## config.mk

```make
export PLATFORM = sky130hd
export DESIGN_NAME = uart_tx_buffer_flat
export DESIGN_NICKNAME = d
export VERILOG_FILES = /design/src/rtl/uart_pkg.sv /design/src/rtl/uart_tx_buffer_if.sv /design/src/rtl/uart_tx_buffer_sync_fifo.sv /design/src/rtl/uart_tx_buffer.sv /design/src/flat_wrapper.sv
export SDC_FILE = /design/constraint.sdc
export NUM_CORES = 1
export LEC_CHECK = 0
export ABC_AREA = 1
export BUFFER_PORTS_ARGS = -buffer_cell sky130_fd_sc_hd__buf_2
export CORE_AREA = 2 2 77 152
export CTS_BUF_LIST = sky130_fd_sc_hd__clkbuf_8
export DETAILED_ROUTE_END_ITERATION = 7
export DIE_AREA = 0 0 79 154
export GPL_TIMING_DRIVEN = 0
export PLACE_DENSITY = 0.8
export SYNTH_ARGS = -nofsm -noshare
export SYNTH_HDL_FRONTEND = slang
export SYNTH_SLANG_ARGS = --single-unit
export TNS_END_PERCENT = 30
```

## constraint.sdc

```tcl
create_clock -name clk -period 3.2 [get_ports clk]
set_input_delay 0.48 -clock clk [delete_from_list [all_inputs] [get_ports clk]]
set_output_delay 0.48 -clock clk [all_outputs]
set_load 0.02 [all_outputs]
```

## src/rtl/uart_pkg.sv

```systemverilog
// rtl/uart_pkg.sv - shared UART widths and transmit-buffer FSM state type
package uart_pkg;

    localparam int UART_DATA_W = 8;

    typedef enum logic [1:0] {
        IDLE,
        START,
        WAIT
    } txbuf_state_t;

endpackage

```

## src/rtl/uart_tx_buffer_if.sv

```systemverilog
// rtl/uart_tx_buffer_if.sv - host write port and transmitter handshake of the tx buffer
interface uart_tx_buffer_if import uart_pkg::*; #(
    parameter int DEPTH  = 16,
    parameter int DATA_W = UART_DATA_W
);
    localparam int CNT_W = $clog2(DEPTH + 1);

    logic              wr_en;
    logic [DATA_W-1:0] wr_data;
    logic              full;
    logic              empty;
    logic [CNT_W-1:0]  count;
    logic              tx_start;
    logic [DATA_W-1:0] tx_data;
    logic              tx_done;
    logic              busy;
    logic              ovf;
    logic              ovf_clr;

    modport master (
        output wr_en, wr_data, tx_done, ovf_clr,
        input  full, empty, count, tx_start, tx_data, busy, ovf
    );

    modport slave (
        input  wr_en, wr_data, tx_done, ovf_clr,
        output full, empty, count, tx_start, tx_data, busy, ovf
    );

endinterface

```

## src/rtl/uart_tx_buffer_sync_fifo.sv

```systemverilog
// rtl/uart_tx_buffer_sync_fifo.sv - circular FIFO with occupancy count, shared by tx and rx buffers
module sync_fifo import uart_pkg::*; #(
    parameter int  DEPTH  = 16,
    parameter int  DATA_W = UART_DATA_W,
    localparam int PTR_W  = $clog2(DEPTH),
    localparam int CNT_W  = $clog2(DEPTH + 1)
) (
    input  logic              clk,
    input  logic              rst,
    input  logic              wr_en,
    input  logic [DATA_W-1:0] wr_data,
    input  logic              rd_en,
    output logic [DATA_W-1:0] rd_data,
    output logic              full,
    output logic              empty,
    output logic [CNT_W-1:0]  count
);

    logic [DATA_W-1:0] mem [DEPTH];
    logic [PTR_W-1:0]  wr_ptr;
    logic [PTR_W-1:0]  rd_ptr;
    logic              push;
    logic              pop;

    // A write while full is dropped outright, even if a pop frees a slot on the same edge.
    assign push    = wr_en && !full;
    assign pop     = rd_en && !empty;
    assign full    = (count == CNT_W'(DEPTH));
    assign empty   = (count == '0);
    assign rd_data = mem[rd_ptr];

    always_ff @(posedge clk) begin
        if (push) begin
            mem[wr_ptr] <= wr_data;
        end
    end

    always_ff @(posedge clk or posedge rst) begin
        if (rst) begin
            wr_ptr <= '0;
            rd_ptr <= '0;
            count  <= '0;
        end else begin
            if (push) begin
                wr_ptr <= wr_ptr + 1'b1;
            end
            if (pop) begin
                rd_ptr <= rd_ptr + 1'b1;
            end
            case ({push, pop})
                2'b10:   count <= count + 1'b1;
                2'b01:   count <= count - 1'b1;
                default: count <= count;
            endcase
        end
    end

endmodule

```

## src/rtl/uart_tx_buffer.sv

```systemverilog
// rtl/uart_tx_buffer.sv - byte FIFO draining into the UART transmitter one frame at a time
// Optional sticky overflow flag enabled by defining UART_TXBUF_OVF_EN.
module uart_tx_buffer import uart_pkg::*; #(
    parameter int DEPTH  = 16,
    parameter int DATA_W = UART_DATA_W
) (
    input logic              clk,
    input logic              rst,
    uart_tx_buffer_if.slave  bus
);

    txbuf_state_t      state;
    logic [DATA_W-1:0] head;
    logic              fifo_empty;
    logic              pop;

    assign pop       = (state == IDLE) && !fifo_empty;
    assign bus.empty = fifo_empty;

    sync_fifo #(
        .DEPTH  (DEPTH),
        .DATA_W (DATA_W)
    ) u_fifo (
        .clk     (clk),
        .rst     (rst),
        .wr_en   (bus.wr_en),
        .wr_data (bus.wr_data),
        .rd_en   (pop),
        .rd_data (head),
        .full    (bus.full),
        .empty   (fifo_empty),
        .count   (bus.count)
    );

    always_ff @(posedge clk or posedge rst) begin
        if (rst) begin
            state        <= IDLE;
            bus.tx_start <= 1'b0;
            bus.tx_data  <= '0;
            bus.busy     <= 1'b0;
        end else begin
            case (state)
                IDLE: begin
                    if (!fifo_empty) begin
                        bus.tx_data  <= head;
                        bus.tx_start <= 1'b1;
                        bus.busy     <= 1'b1;
                        state        <= START;
                    end
                end
                START: begin
                    bus.tx_start <= 1'b0;
                    state        <= WAIT;
                end
                WAIT: begin
                    if (bus.tx_done) begin
                        bus.busy <= 1'b0;
                        state    <= IDLE;
                    end
                end
                default: begin
                    bus.tx_start <= 1'b0;
                    bus.busy     <= 1'b0;
                    state        <= IDLE;
                end
            endcase
        end
    end

`ifdef UART_TXBUF_OVF_EN
    // Set has priority so an overflow coinciding with a clear is never lost.
    always_ff @(posedge clk or posedge rst) begin
        if (rst) begin
            bus.ovf <= 1'b0;
        end else if (bus.wr_en && bus.full) begin
            bus.ovf <= 1'b1;
        end else if (bus.ovf_clr) begin
            bus.ovf <= 1'b0;
        end
    end
`else
    logic ovf_clr_unused;
    assign ovf_clr_unused = bus.ovf_clr;
    assign bus.ovf        = 1'b0;
`endif

endmodule

```

## src/flat_wrapper.sv

```systemverilog
// flat-port wrapper written by rule: the top's interface ports become plain ports
module uart_tx_buffer_flat import uart_pkg::*;
#(
    parameter int DEPTH  = 16,
    parameter int DATA_W = UART_DATA_W
)
  (clk, rst, bus_wr_en, bus_wr_data, bus_tx_done, bus_ovf_clr, bus_full, bus_empty, bus_count, bus_tx_start, bus_tx_data, bus_busy, bus_ovf);
  uart_tx_buffer_if #(.DEPTH(DEPTH), .DATA_W(DATA_W)) bus_i ();
  input logic clk;
  input logic rst;
  input wire logic [$bits(bus_i.wr_en)-1:0] bus_wr_en;
  input wire logic [$bits(bus_i.wr_data)-1:0] bus_wr_data;
  input wire logic [$bits(bus_i.tx_done)-1:0] bus_tx_done;
  input wire logic [$bits(bus_i.ovf_clr)-1:0] bus_ovf_clr;
  output wire logic [$bits(bus_i.full)-1:0] bus_full;
  output wire logic [$bits(bus_i.empty)-1:0] bus_empty;
  output wire logic [$bits(bus_i.count)-1:0] bus_count;
  output wire logic [$bits(bus_i.tx_start)-1:0] bus_tx_start;
  output wire logic [$bits(bus_i.tx_data)-1:0] bus_tx_data;
  output wire logic [$bits(bus_i.busy)-1:0] bus_busy;
  output wire logic [$bits(bus_i.ovf)-1:0] bus_ovf;
  assign bus_i.wr_en = bus_wr_en;
  assign bus_i.wr_data = bus_wr_data;
  assign bus_i.tx_done = bus_tx_done;
  assign bus_i.ovf_clr = bus_ovf_clr;
  assign bus_full = bus_i.full;
  assign bus_empty = bus_i.empty;
  assign bus_count = bus_i.count;
  assign bus_tx_start = bus_i.tx_start;
  assign bus_tx_data = bus_i.tx_data;
  assign bus_busy = bus_i.busy;
  assign bus_ovf = bus_i.ovf;
  uart_tx_buffer #(.DEPTH(DEPTH), .DATA_W(DATA_W)) u_core (.clk(clk), .rst(rst), .bus(bus_i));
endmodule
```

Word level (Yosys, flattened, before mapping). Memory sizes are Yosys's and may differ from the RTL's. A register that Yosys moved wholly into a read port is not among the register bits. Index checks and enable logic that the tools add are counted.

Bitwise operators: 3. $add $sub $neg: 4. Reductions and logical operators: 12. Multiplexer cells: 10. Equality and inequality tests: 7.

Operators with widths (count): $pmux 5 s2 (1); $add 4x1->4 const B (2); $pmux 2 s3 (1); $reduce_and 2->1 (3); $add 5x1->5 const B (1); $eq 5x5->1 const B (1); $logic_not 5->1 (1); $sub 5x1->5 const B (1); $eq 2x1->1 const B (2); $eq 2x2->1 const B (2); $mux 1 (4); $mux 2 (2); $ne 2x2->1 const B (2); $logic_and 1x1->1 (3); $not 1->1 (3); $pmux 1 s3 (1); $reduce_and 3->1 (1); $logic_not 1->1 (2); $logic_not 2->1 (1); $pmux 1 s2 (1); $reduce_bool 2->1 (1).

Flip-flop bits (word level): 17. Memory bits (writable): 128. Memories: 1. Output and inout port bits: 18. Word-level logic and storage cells: 43. Bits of input ports: 13.

Memories: u_core.u_fifo.mem (depth 16, width 8, rd ports 1, clocked after Yosys merged registers in 1, wr ports 1, RTL line uart_tx_buffer_sync_fifo.sv:19) `logic [DATA_W-1:0] mem [DEPTH];`.

Longest topological paths before layout.
Depth in word-level cells: 6. Gate-level depth with buffers: 15. Depth with buffers taken out: 14.

By module. From an unflattened synthesis, not the netlist that was laid out.

Cell total of the unflattened synthesis: 677. Area, all modules: 6742.7 sq um.

Modules (own cells, without submodules): sync_fifo (times used 1, cells an instance 625, sequential area each 4169.0 sq um, area each 6237.2 sq um); uart_tx_buffer (times used 1, cells an instance 52, sequential area each 300.3 sq um, area each 505.5 sq um).

Least setup slack after synthesis. No wires, ideal clock.

Path kind: flip-flop to flip-flop. Start: register u_core.u_fifo.count[0]. End: register u_core.u_fifo.count[4]. Path buffers: 1. Setup slack: 815 ps. Stages on the path, launching flop included: 16. Data required time: 3083 ps. Library setup time: 117 ps. Period minus slack after synthesis: 2385 ps. Arrival: 2268 ps. Path through: dfrtp_1 > nor4_2 > nand2_1 > nand2_4 > buf_4 > inv_1 > ha_1 > xor2_1 > ha_1 > inv_1 > nand2_1 > nand3_1 > nand2_1 > xor2_1 > nand2_1 > nand2_1.

Cells in the longest elaborated chain, start to end: 6. Elaborated cells on any way between the ends: 13. Classes of those cells: 2 x add/sub; 3 x eq/ne; 1 x mux; 7 x reduce/logical.

RTL lines: start, declared (RTL line uart_tx_buffer_sync_fifo.sv:16) `output logic [CNT_W-1:0] count`; start signal, assigned (RTL line uart_tx_buffer_sync_fifo.sv:51) `2'b10: count <= count + 1'b1;`; start signal, assigned (RTL line uart_tx_buffer_sync_fifo.sv:52) `2'b01: count <= count - 1'b1;`; start signal, assigned (RTL line uart_tx_buffer_sync_fifo.sv:53) `default: count <= count;`; $logic_not 5->1 * (RTL line uart_tx_buffer_sync_fifo.sv:29) `assign empty = (count == '0);`; $logic_not 1->1 * (RTL line uart_tx_buffer.sv:17) `assign pop = (state == IDLE) && !fifo_empty;`; $logic_and 1x1->1 * (RTL line uart_tx_buffer.sv:17); via u_core.pop (RTL line uart_tx_buffer.sv:15) `logic pop;`; $logic_and 1x1->1 * (RTL line uart_tx_buffer_sync_fifo.sv:27) `assign pop = rd_en && !empty;`; $eq 2x1->1 or $eq 2x2->1 (tied branches) (RTL line uart_tx_buffer_sync_fifo.sv:50) `case ({push, pop})`; $pmux 5 s2 or $reduce_bool 2->1 (tied branches).

Mark *: on every way through the listed nets, which the timed path passes. The rest lies on a longest branch. A chain may end at the register's enable or synchronous reset.

Final worst setup path. Same ends and word-level chain as after synthesis.

==> flow_summary.json <==
{
  "stdcell_count": 894,
  "nNetsFinal": 763,
  "grt_pass1_vias": 4779,
  "netlist_area_um2": 6860,
  "wl_met3_um": 729,
  "drt_pass1_iterations": 5,
  "ys_warn_count": 0,
  "synth-seq-cells": 153,
  "power_density_nw_per_um2": 878,
  "grt_max_degree": 26,
  "worstPathMaxFanout": 10,
  "htree_levels": 4,
  "path_class": "reg -> reg",
  "hold_violations": 0,
  "via_count": 4762,
  "layout-drive-gt1-share": 0.119,
  "path_clk_slew_ps": 80,
  "status": "finished clean",
  "finClkSkew_ps": 14.1,
  "area_growth_pct": 10.4,
  "slowest_delay_ps": 450,
  "design.portCount": 31,
  "fin_crit_ps": 2820,
  "holdBufCountCts": 0,
  "rsz0062_at_grt": "false",
  "wl_per_cell_um": 17.7,
  "report.final.setup_viol": 0,
  "crit_path_end_kind": "register",
  "cap_violations": 0,
  "cp_cell_sequence": "nor4_2, nand2_1, nand2_4, buf_4, inv_1, ha_1, ha_1, inv_1, o21bai_1, inv_1, nand2_1, xor2_1, nand2_1, nand2_1",
  "ys_types": 25,
  "cts_tree": "built",
  "num_rows": 54,
  "fmax_mhz": 354,
  "synth_area_leaders": "edfxtp_1, nand2_1, dfrtp_1, nand3_1, inv_1",
  "dpl.hpwl_um": 11300,
  "cts_buffers": 17,
  "highest_layer": "met4",
  "final_common_cell": "nand2_1",
  "slew_violations": 0,
  "start_util": 0.627,
  "grt_util_all_layers": 0.277,
  "overflow": 0,
  "core_um2": 10900,
  "ys_seq_area_frac": 0.651,
  "place_inst": 862,
  "relSlewSlack": 0.0654,
  "layout_common_cells": "nand2_1, edfxtp_1, inv_1, nand3_1, buf_2",
  "portBuffers": 28,
  "via_per_inst": 5.33,
  "start_kind": "register",
  "required_ps": 3580,
  "netlist_instances": 693,
  "drc": 0,
  "clock-root-buffer": "clkbuf_8",
  "final.setup.tns_ps": 0,
  "worstMarginPinSlew_ps": 1390,
  "yosysTopAreaCellShare": 0.560,
  "holdWs_ps": 291,
  "rrSetupSlack_ps": 380,
  "antenna_left": 0,
  "drtIter0Drc": 336,
  "wl_met2_um": 8490,
  "antennaDiodeCount": 0,
  "synth_top_cell_by_area": "edfxtp_1",
  "antenna_found_initial": 0,
  "clock-sinks": 153,
  "post_cts_resized": 0,
  "vdd_drop_max_v": 0.000641,
  "routed_wl_um": 15800,
  "critPathMostFrequentCell": "nand2_1",
  "fin_crit_sh": 0.882,
  "place_congestion": 0.960,
  "grt_pass1_wl_um": 24400,
  "clkLatencyLatePin_ps": 440,
  "synth_nets": 715,
  "die_x_um": 79,
  "slowest_stage": "dfrtp_1",
  "p_leak_nw": 3.48,
  "crit_arrival_ps": 3200,
  "die_h_um": 154,
  "dieArea_um2": 12200,
  "min_path_type": "in -> async",
  "wl_met1_um": 5680,
  "postCtsSetupBuffers": 0,
  "clk_path_buf_depth": 2,
  "synth_area_per_cell_um2": 9.90
}
==> flip-flops by register name (all words and copies together), names as in the netlist <==
signal,flops
u_core.u_fifo.mem,128
u_core.bus.tx_data,8
u_core.u_fifo.count,5
u_core.u_fifo.rd_ptr,4
u_core.u_fifo.wr_ptr,4
u_core.state,2
u_core.bus.busy,1
u_core.bus.tx_start,1
==> critical path: cells and delay by family (launching register included) <==
kind / cells / cell delay, ps
AND/OR/NAND/NOR: 6 / 980
adder cells (fa/ha/maj): 2 / 600
flip-flops: 1 / 450
buffers and inverters: 4 / 410
XOR/XNOR: 1 / 160
AO/OA/AOI/OAI: 1 / 150
==> Yosys cell counts (all sizes together) <==
cell	n
nand3	102
clkinv	1
conb	1
a21boi	1
o21a	1
clkbuf	2
nand2	237
ha	9
o21ai	6
nor2	2
nor4	1
nor3	16
xor2	5
edfxtp	128
dfrtp	25
buf	28
a21oi	1
o21bai	1
xnor2	3
inv	123
==> final timing paths <==
path | from | to | cells past startpoint
max reg2reg | u_core.u_fifo.count[0]$_DFFE_PP0P_ | u_core.u_fifo.count[4]$_DFFE_PP0P_ | 14
max in group asynchronous | rst | u_core.u_fifo.rd_ptr[0]$_DFFE_PP0P_ | 2
min reg2reg | u_core.bus.tx_data[1]$_DFFE_PP0P_ | u_core.bus.tx_data[1]$_DFFE_PP0P_ | 2
min in group clk | bus_tx_done | u_core.state[1]$_DFFE_PP0P_ | 3
max | u_core.u_fifo.count[0]$_DFFE_PP0P_ | u_core.u_fifo.count[4]$_DFFE_PP0P_ | 14
min | rst | u_core.u_fifo.wr_ptr[0]$_DFFE_PP0P_ | 2
==> stage by stage <==
step | power, mW | utilization | worst slack (ps) | instance area, µm²
5_1_grt | 7.04 | 0.692 | 245 | 7570
2_1_floorplan | 4.44 | - | 815 | 6860
4_1_cts | 6.63 | 0.691 | 394 | 7570
3_3_place_gp | 5.16 | 0.656 | 506 | 7180
6_report | 6.64 | 0.692 | 378 | 7570
3_5_place_dp | 5.24 | 0.656 | 431 | 7180
==> area by class of cell <==
class	instances	area [µm²]
buffer	30	174
clock buffer	17	234
clock inverter	15	153
fill	862	3370
inverter	124	465
multi-input combinational	386	1760
sequential	153	4470
tap	140	175
timing repair buffer	29	145
==> metal layers <==
layer,global-route usage,vias up
met5,0,-
met4,0.180,0
met3,0.0428,48
met2,0.496,188
met1,0.292,2218
li1,-,2308
==> logic make-up (layout without fill, tap and decap cells) <==
| kind of cell | after synthesis | count (layout) | synth area share |
|---|---|---|---|
| AO/OA/AOI/OAI | 10 | 10 | 0.00839 |
| XOR/XNOR | 8 | 8 | 0.0102 |
| adder cells (fa/ha/maj) | 9 | 9 | 0.0164 |
| buffers and inverters | 154 | 215 | 0.0932 |
| flip-flops | 153 | 153 | 0.651 |
| other | 1 | 1 | 0.000547 |
| AND/OR/NAND/NOR | 358 | 358 | 0.220 |
==> where the power goes <==
part           leakage (nW)  switching, mW  internal, mW
clock                 0.191          0.721         0.692
combinational          1.83           1.79         0.818
sequential             1.46          0.159          2.46
total                  3.48           2.67          3.97
Note: power is estimated with default switching activity, not from simulation.
